**config.mk**
```make
export PLATFORM = sky130hd
export DESIGN_NAME = trace_fetcher
export DESIGN_NICKNAME = d
export VERILOG_FILES = /design/src/rtl/trace_fetcher.sv
export SDC_FILE = /design/constraint.sdc
export NUM_CORES = 1
export LEC_CHECK = 0
export CAP_MARGIN = 0
export CORE_MARGIN = 2
export CORE_UTILIZATION = 48
export CTS_BUF_LIST = sky130_fd_sc_hd__clkbuf_2 sky130_fd_sc_hd__clkbuf_4 sky130_fd_sc_hd__clkbuf_8
export DETAILED_ROUTE_END_ITERATION = 10
export PLACE_DENSITY = 0.8
export SYNTH_ARGS = -nofsm -noshare
export SYNTH_HDL_FRONTEND = slang
export SYNTH_SLANG_ARGS = --single-unit
export TNS_END_PERCENT = 50
```
**constraint.sdc**
```tcl
create_clock -name clk -period 2.1 [get_ports clk]
set_input_delay 0.63 -clock clk [delete_from_list [all_inputs] [get_ports clk]]
set_output_delay 0.63 -clock clk [all_outputs]
set_load 0.02 [all_outputs]
```
**src/rtl/trace_fetcher.sv**
```systemverilog
// Streams a word-addressed trace out of the trace SRAM and hands each word to the
// simulator over valid/ready, hiding the one-cycle SRAM latency with a 2-entry buffer.
//
// state  | meaning
// IDLE   | waiting for start; done holds the result of the last run
// FETCH  | issuing SRAM reads while buffer + in-flight space allows
// DRAIN  | all reads issued; waiting for the buffer to empty
// FINISH | one cycle; raises done and returns to IDLE
module trace_fetcher #(
   parameter int ADDR_W = 10,
   parameter int DATA_W = 32
) (
   input  logic              clk,
   input  logic              reset_n,
   input  logic              start,
   input  logic              abort,
   input  logic [ADDR_W-1:0] base_addr,
   input  logic [ADDR_W:0]   trace_len,
   output logic              sram_csb,
   output logic              sram_web,
   output logic [ADDR_W-1:0] sram_addr,
   input  logic [DATA_W-1:0] sram_dout,
   output logic              addr_valid,
   output logic [DATA_W-1:0] addr_data,
   input  logic              addr_ready,
   output logic              busy,
   output logic              done,
   output logic [ADDR_W:0]   delivered
);

   typedef enum logic [1:0] {IDLE, FETCH, DRAIN, FINISH} state_t;

   state_t            state;
   logic [ADDR_W-1:0] rd_ptr;
   logic [ADDR_W:0]   len_q;
   logic [ADDR_W:0]   issued;
   logic              cap_q;
   logic [DATA_W-1:0] buf_mem [2];
   logic              wr_sel;
   logic              rd_sel;
   logic [1:0]        occ;
   logic              hs;
   logic              issue;

   assign addr_valid = (occ != 2'd0);
   assign addr_data  = buf_mem[rd_sel];
   assign hs         = addr_valid & addr_ready & ~abort;

   // Chip select is decoded from registered state in the same cycle: a registered
   // csb would add a cycle of latency that a 2-entry buffer cannot cover.
   // A read is allowed when the slot it will land in is guaranteed free on capture.
   assign issue = (state == FETCH) && !abort && (issued != len_q) &&
                  ((occ == 2'd0) || ((occ == 2'd1) && (!cap_q || hs)));

   assign sram_csb  = ~issue;
   assign sram_web  = 1'b1;
   assign sram_addr = rd_ptr;
   assign busy      = (state == FETCH) || (state == DRAIN);

   always_ff @(posedge clk or negedge reset_n) begin
      if (!reset_n) begin
         state      <= IDLE;
         rd_ptr     <= '0;
         len_q      <= '0;
         issued     <= '0;
         cap_q      <= 1'b0;
         buf_mem[0] <= '0;
         buf_mem[1] <= '0;
         wr_sel     <= 1'b0;
         rd_sel     <= 1'b0;
         occ        <= 2'd0;
         done       <= 1'b0;
         delivered  <= '0;
      end else if (abort) begin
         state  <= IDLE;
         cap_q  <= 1'b0;
         wr_sel <= 1'b0;
         rd_sel <= 1'b0;
         occ    <= 2'd0;
      end else begin
         cap_q <= issue;
         if (cap_q) begin
            buf_mem[wr_sel] <= sram_dout;
            wr_sel          <= ~wr_sel;
         end
         if (hs) begin
            rd_sel    <= ~rd_sel;
            delivered <= delivered + 1'b1;
         end
         occ <= occ + {1'b0, cap_q} - {1'b0, hs};
         if (issue) begin
            rd_ptr <= rd_ptr + 1'b1;
            issued <= issued + 1'b1;
         end

         case (state)
            IDLE: begin
               if (start) begin
                  rd_ptr    <= base_addr;
                  len_q     <= trace_len;
                  issued    <= '0;
                  delivered <= '0;
                  done      <= 1'b0;
                  state     <= (trace_len == '0) ? FINISH : FETCH;
               end
            end
            FETCH: begin
               if (issue && (issued + 1'b1 == len_q))
                  state <= DRAIN;
            end
            DRAIN: begin
               if ((occ == 2'd0) && !cap_q)
                  state <= FINISH;
            end
            FINISH: begin
               done  <= 1'b1;
               state <= IDLE;
            end
            default: state <= IDLE;
         endcase
      end
   end

endmodule

```
After elaboration in Yosys (flattened, before gate mapping)
Cells that the tools add are included.
{ "classes": {"addsub": 5, "mul": 0, "div": 0, "magnitude_cmp": 3, "n_eq_ne": 10, "shift": 0, "mux": 29, "bitwise_logic": 8, "reduce_logical": 23} }
{ "ops": {"columns": ["op", "n"], "rows": [
  ["$mux 32", 4],
  ["$mux 11", 6],
  ["$bwmux 64", 1],
  ["$demux 32 s1", 1],
  ["$mux 10", 3],
  ["$add 11x1->11 const B", 2],
  ["$mux 2", 6],
  ["$eq 11x11->1", 1],
  ["$logic_not 11->1", 1],
  ["$ne 11x11->1", 1],
  ["$add 10x1->10 const B", 1],
  ["$reduce_and 3->1", 3],
  ["$pmux 2 s4", 1],
  ["$reduce_bool 2->1", 4],
  ["$logic_and 1x1->1", 7],
  ["$mux 1", 6],
  ["$ne 3x2->1 const B", 2],
  ["$eq 2x1->1 const B", 2],
  ["$eq 2x2->1 const B", 2],
  ["$ge 2x2->1 const B", 2],
  ["$logic_not 2->1", 2],
  ["$not 1->1", 4],
  ["$not 1->2", 2],
  ["$logic_or 1x1->1", 3],
  ["other kinds (9)", 11]
]} }
{ "word_totals": {"reg_bits": 115, "latchBits": 0, "ram_bits": 0, "romBits": 0, "inputBits": 58, "output_inout_bits": 58, "elab_cells": 90, "mem_count": 0} }

Depth between registers and ports, before layout
{ "logic_depth": {"depth_word": 11, "mapped_depth": 8, "mapped_depth_nobuf": 8} }

Worst setup path before layout
OpenSTA, ideal clock, no wires.
{ "synth_timing": {"path_type": "register to register", "startpoint": "reg issued[1]", "endpoint": "reg state[0]", "arrival_ps": 2169, "required_time_ps": 1972, "path_slack_ps": -197, "stages_incl_launch_ff": 8, "synth_period_minus_slack_ps": 2297, "path_cell_list": "dfrtp_1 -> ha_1 -> xor2_1 -> a211o_1 -> or3_1 -> nor4_1 -> a41oi_1 -> mux2_1"} }
{ "synth_between": {"elab_chain_len": 6, "word_cells_on_any_way": 8, "cone_classes": "add/sub (1); eq/ne (3); reduce/logical (4)"} }
{ "synth_rtl": {"columns": ["element", "line", "text"], "rows": [
  ["start: declaration", "36", "logic [ADDR_W:0] issued;"],
  ["start signal: assignment", "93", "issued <= issued + 1'b1;"],
  ["parallel branches: the longest is 3 deep, another holds $add 11x1->11", null, null],
  ["$logic_and 1x1->1 (*)", "108", "if (issue && (issued + 1'b1 == len_q))"],
  ["$ne 3x2->1 (no line) (*)", null, null],
  ["$reduce_and 3->1 (no line) (*)", null, null],
  ["end signal: assignment", "104", "state <= (trace_len == '0) ? FINISH : FETCH;"],
  ["end: declaration", "33", "state_t state;"]
]} }
Mark *: on every way between the ends.
A chain may end at the register's enable or synchronous reset.

Worst setup path after layout
{ "layout_timing": {"startpoint": "reg len_q[9]", "endpoint": "out sram_csb"} }
{ "layout_between": {"elab_chain_len": 4} }
{ "layout_rtl": {"columns": ["element", "line", "text"], "rows": [
  ["start: declaration", "35", "logic [ADDR_W:0] len_q;"],
  ["start signal: assignment", "100", "len_q <= trace_len;"],
  ["$ne 11x11->1", "52", "assign issue = (state == FETCH) && !abort && (issued != len_q) &&"],
  ["$logic_and 1x1->1 (2 in series)", "52", null],
  ["$not 1->1", "55", "assign sram_csb = ~issue;"],
  ["end: declaration", "19", "output logic sram_csb,"]
]} }
No other way between the ends.

==> results.txt <==
status: finished with violations
failing checks: setup timing
top post-synthesis cells by area: dfrtp_1 (50%), mux2_2 (21%), xnor2_1 (3.3%)
setup ws final: -0.401 ns
Root Driver: clkbuf_8
worst min path class: in2async
Worst Setup End Kind: output port
flops & latches, synth: 115
P_leak: 3.86 nW
die width: 114 microns
MaxCap Viol Count: 0
RSZ-0062 raised after global routing: yes
Cell Area, Synth: 0.00576 sq mm
DR vias: 4510
combinational share of power: 49.7%
# nets final: 737
pwr/cell area: 1310 mW/mm^2
DR DRC count: 0
crit-path max FO: 2
final wirelength: 14800 microns
post-synth cell types: 58
skew final: 0.00885 ns
Tmin final: 2.50 ns
Pint: 7.02 mW
reported net switching power: 3.84 mW
post-DP HPWL: 10300 microns
number of global-route vias before repair: 4956
Initial Utilization: 48.6%
Setup WS pre-CTS: -0.649 ns
layout cell share with drive strength beyond 1: 41.1%
number of fill cells: 829
wire length per cell: 17.9 microns
syn_nets: 550
Critical Path Start Type: flop
hold slack: 0.107 ns
htree depth: 4
Mapped Cells: 482
Final Non-Filler Cells: 828
clock network fraction of total power: 18.2%
row cnt: 40
TritonCTS Sinks: 115
GRT overflow: 0
Peak VDD IR: 842 uV
GP Congestion: 0.883
io pins: 116
DR iter-0 viols: 294
TritonCTS clock tree: done
Register Area: 0.00288 sq mm
largest net degree at the start of global routing: 45
Max Fclk: 0.400 GHz
Worst Path Arrival: 1.87 ns
CTS max path bufs: 2
Placed Area: 0.00758 sq mm
Finish-stage setup viols: 39
first-pass GRT wire length: 24500 microns
clk_lat worst skew: 0.45 ns
Crit Path Class: reg2out
Die Height: 114 microns
Synth warnings: 0
CTS Buf Count: 17
Final Hold Fails: 0
antenna diode count: 0
Yosys top cell area share: 50.0%
Vias/cell: 5.45
Sw Share: 35.4%
Syn Area/Cell: 11.9 sq um
Seq pwr share: 32.1%
Worst Path Required: 1.47 ns
Setup TNS: -5.41 ns
GRT Overall Usage: 24.4%
area delta synth->final: 43.6%
initial antenna violation count: 0
Tcrit/Tclk final: 119%
fin util: 69.7%
Placed Cells: 785
max-slew violations: 0
design area: 0.00827 sq mm
Tot Pwr: 10.9 mW
Post-DRT Antenna Nets: 0
core area: 0.0119 sq mm
I/O Buffers: 114
number of synthesized flops with an enable pin: 0
ys async rst share: 100%
Seq/Total Area, Yosys: 50.0%
clk slew on worst S/H paths: 0.07 ns
die area: 0.0129 sq mm
ys flop type: dfrtp_1
Yosys top cell by area: dfrtp_1
multi-input logic area: 0.00289 sq mm
DRT Pass-1 Iters: 4
cell type report:
| cell class | instances | area share [%] |
|---|---|---|
| clock buffer | 20 | 3.33 |
| clock inverter | 11 | 1.27 |
| inverter | 12 | 0.545 |
| multi-input combinational | 328 | 34.9 |
| sequential | 115 | 34.8 |
| tap | 147 | 2.22 |
| timing repair buffer | 195 | 22.9 |
flip-flops by register name, indices dropped and copies added (netlist names):
signal	cells
buf_mem	64
sram_addr	10
issued	11
state	2
occ	2
done	1
rd_sel	1
len_q	11
wr_sel	1
cap_q	1
delivered	11
power groups by stage:
stage          logic (mW)  registers (mW)  clock network, mW
2_1_floorplan        2.58            3.50                  0
3_3_place_gp         4.72            3.42                  0
6_report             5.40            3.49               1.97
3_5_place_dp         4.84            3.50                  0
5_1_grt              5.76            3.59               2.11
4_1_cts              5.13            3.48               2.01
synth_stat cells (7+ instances only):
cell type and number:
dfrtp_1 115, mux2_2 106, nor2_1 34, xnor2_1 22, nand2_1 16, clkbuf_1 14, xor2_1 14, nand3_1 13
nand4_1 13, inv_1 12, ha_1 10, a21oi_1 9, nor4_1 7, o21ai_0 7
final timing paths:
path	cells after the start	endpoint	startpoint	slack (ns)
worst max-delay path	6	sram_csb	len_q[9]	-0.40
worst min-delay path	1	issued[3]	reset_n	0.11
worst max register to register	8	state[0]	issued[1]	-0.40
min in group clk	1	buf_mem[16]	buf_mem[16]	0.51
max in group asynchronous	2	buf_mem[11]	reset_n	1.42
worst min register to register	1	buf_mem[16]	buf_mem[16]	0.51
kinds of logic after synthesis:
kind of cell	after synthesis	share of synthesized area, %
AOI/OAI and AO/OA	47	5.93
xor gates and xnor gates	38	6.04
adders and majority gates	10	2.17
buffers and inverters	39	2.85
DFF	115	50.0
muxes	111	21.6
other	1	0.0651
and+or+nand+nor	121	11.3
routing by layer:
| layer | vias to the layer above | track usage (%) | share of wire, % |
|---|---|---|---|
| met5 | - | 0 | 0 |
| met4 | 0 | 7.97 | 1.6 |
| met3 | 21 | 7.28 | 6.2 |
| met2 | 146 | 42.2 | 51 |
| met1 | 2238 | 29.3 | 41 |
| li1 | 2105 | - | - |
critical path: stages, from the launching register on:
cell and delay [ns]:
dfrtp_1 0.39, xor2_1 0.17, nand4b_1 0.25, nor4_4 0.35, nor2_2 0.08, inv_2 0.07, buf_6 0.11
cells in the final DEF, fill, tap and decap left out, types with 6 or more instances in the layout:
master           instances
inv_1                    9
clkbuf_8                20
o21ai_0                  7
buf_12                   8
dfrtp_1                113
nand2_1                 16
ha_1                     8
nor2_1                  33
buf_6                   36
xor2_1                  14
mux2_2                  85
mux2_4                  23
buf_4                   65
clkdlybuf4s50_1         56
nand3_1                 13
xnor2_1                 20
a21oi_1                  9
buf_2                    6
dlygate4sd2_1           18
nand4_1                 13
repair_timing:
action                                  CTS  global route
setup buffers                             6             5
cloned                                    3             0
hold buffers                              0             0
resized for setup                       225            45
pin swaps                                 8             6
endpoints found under the setup margin   60            54
Power figures use the tool's default switching activity.
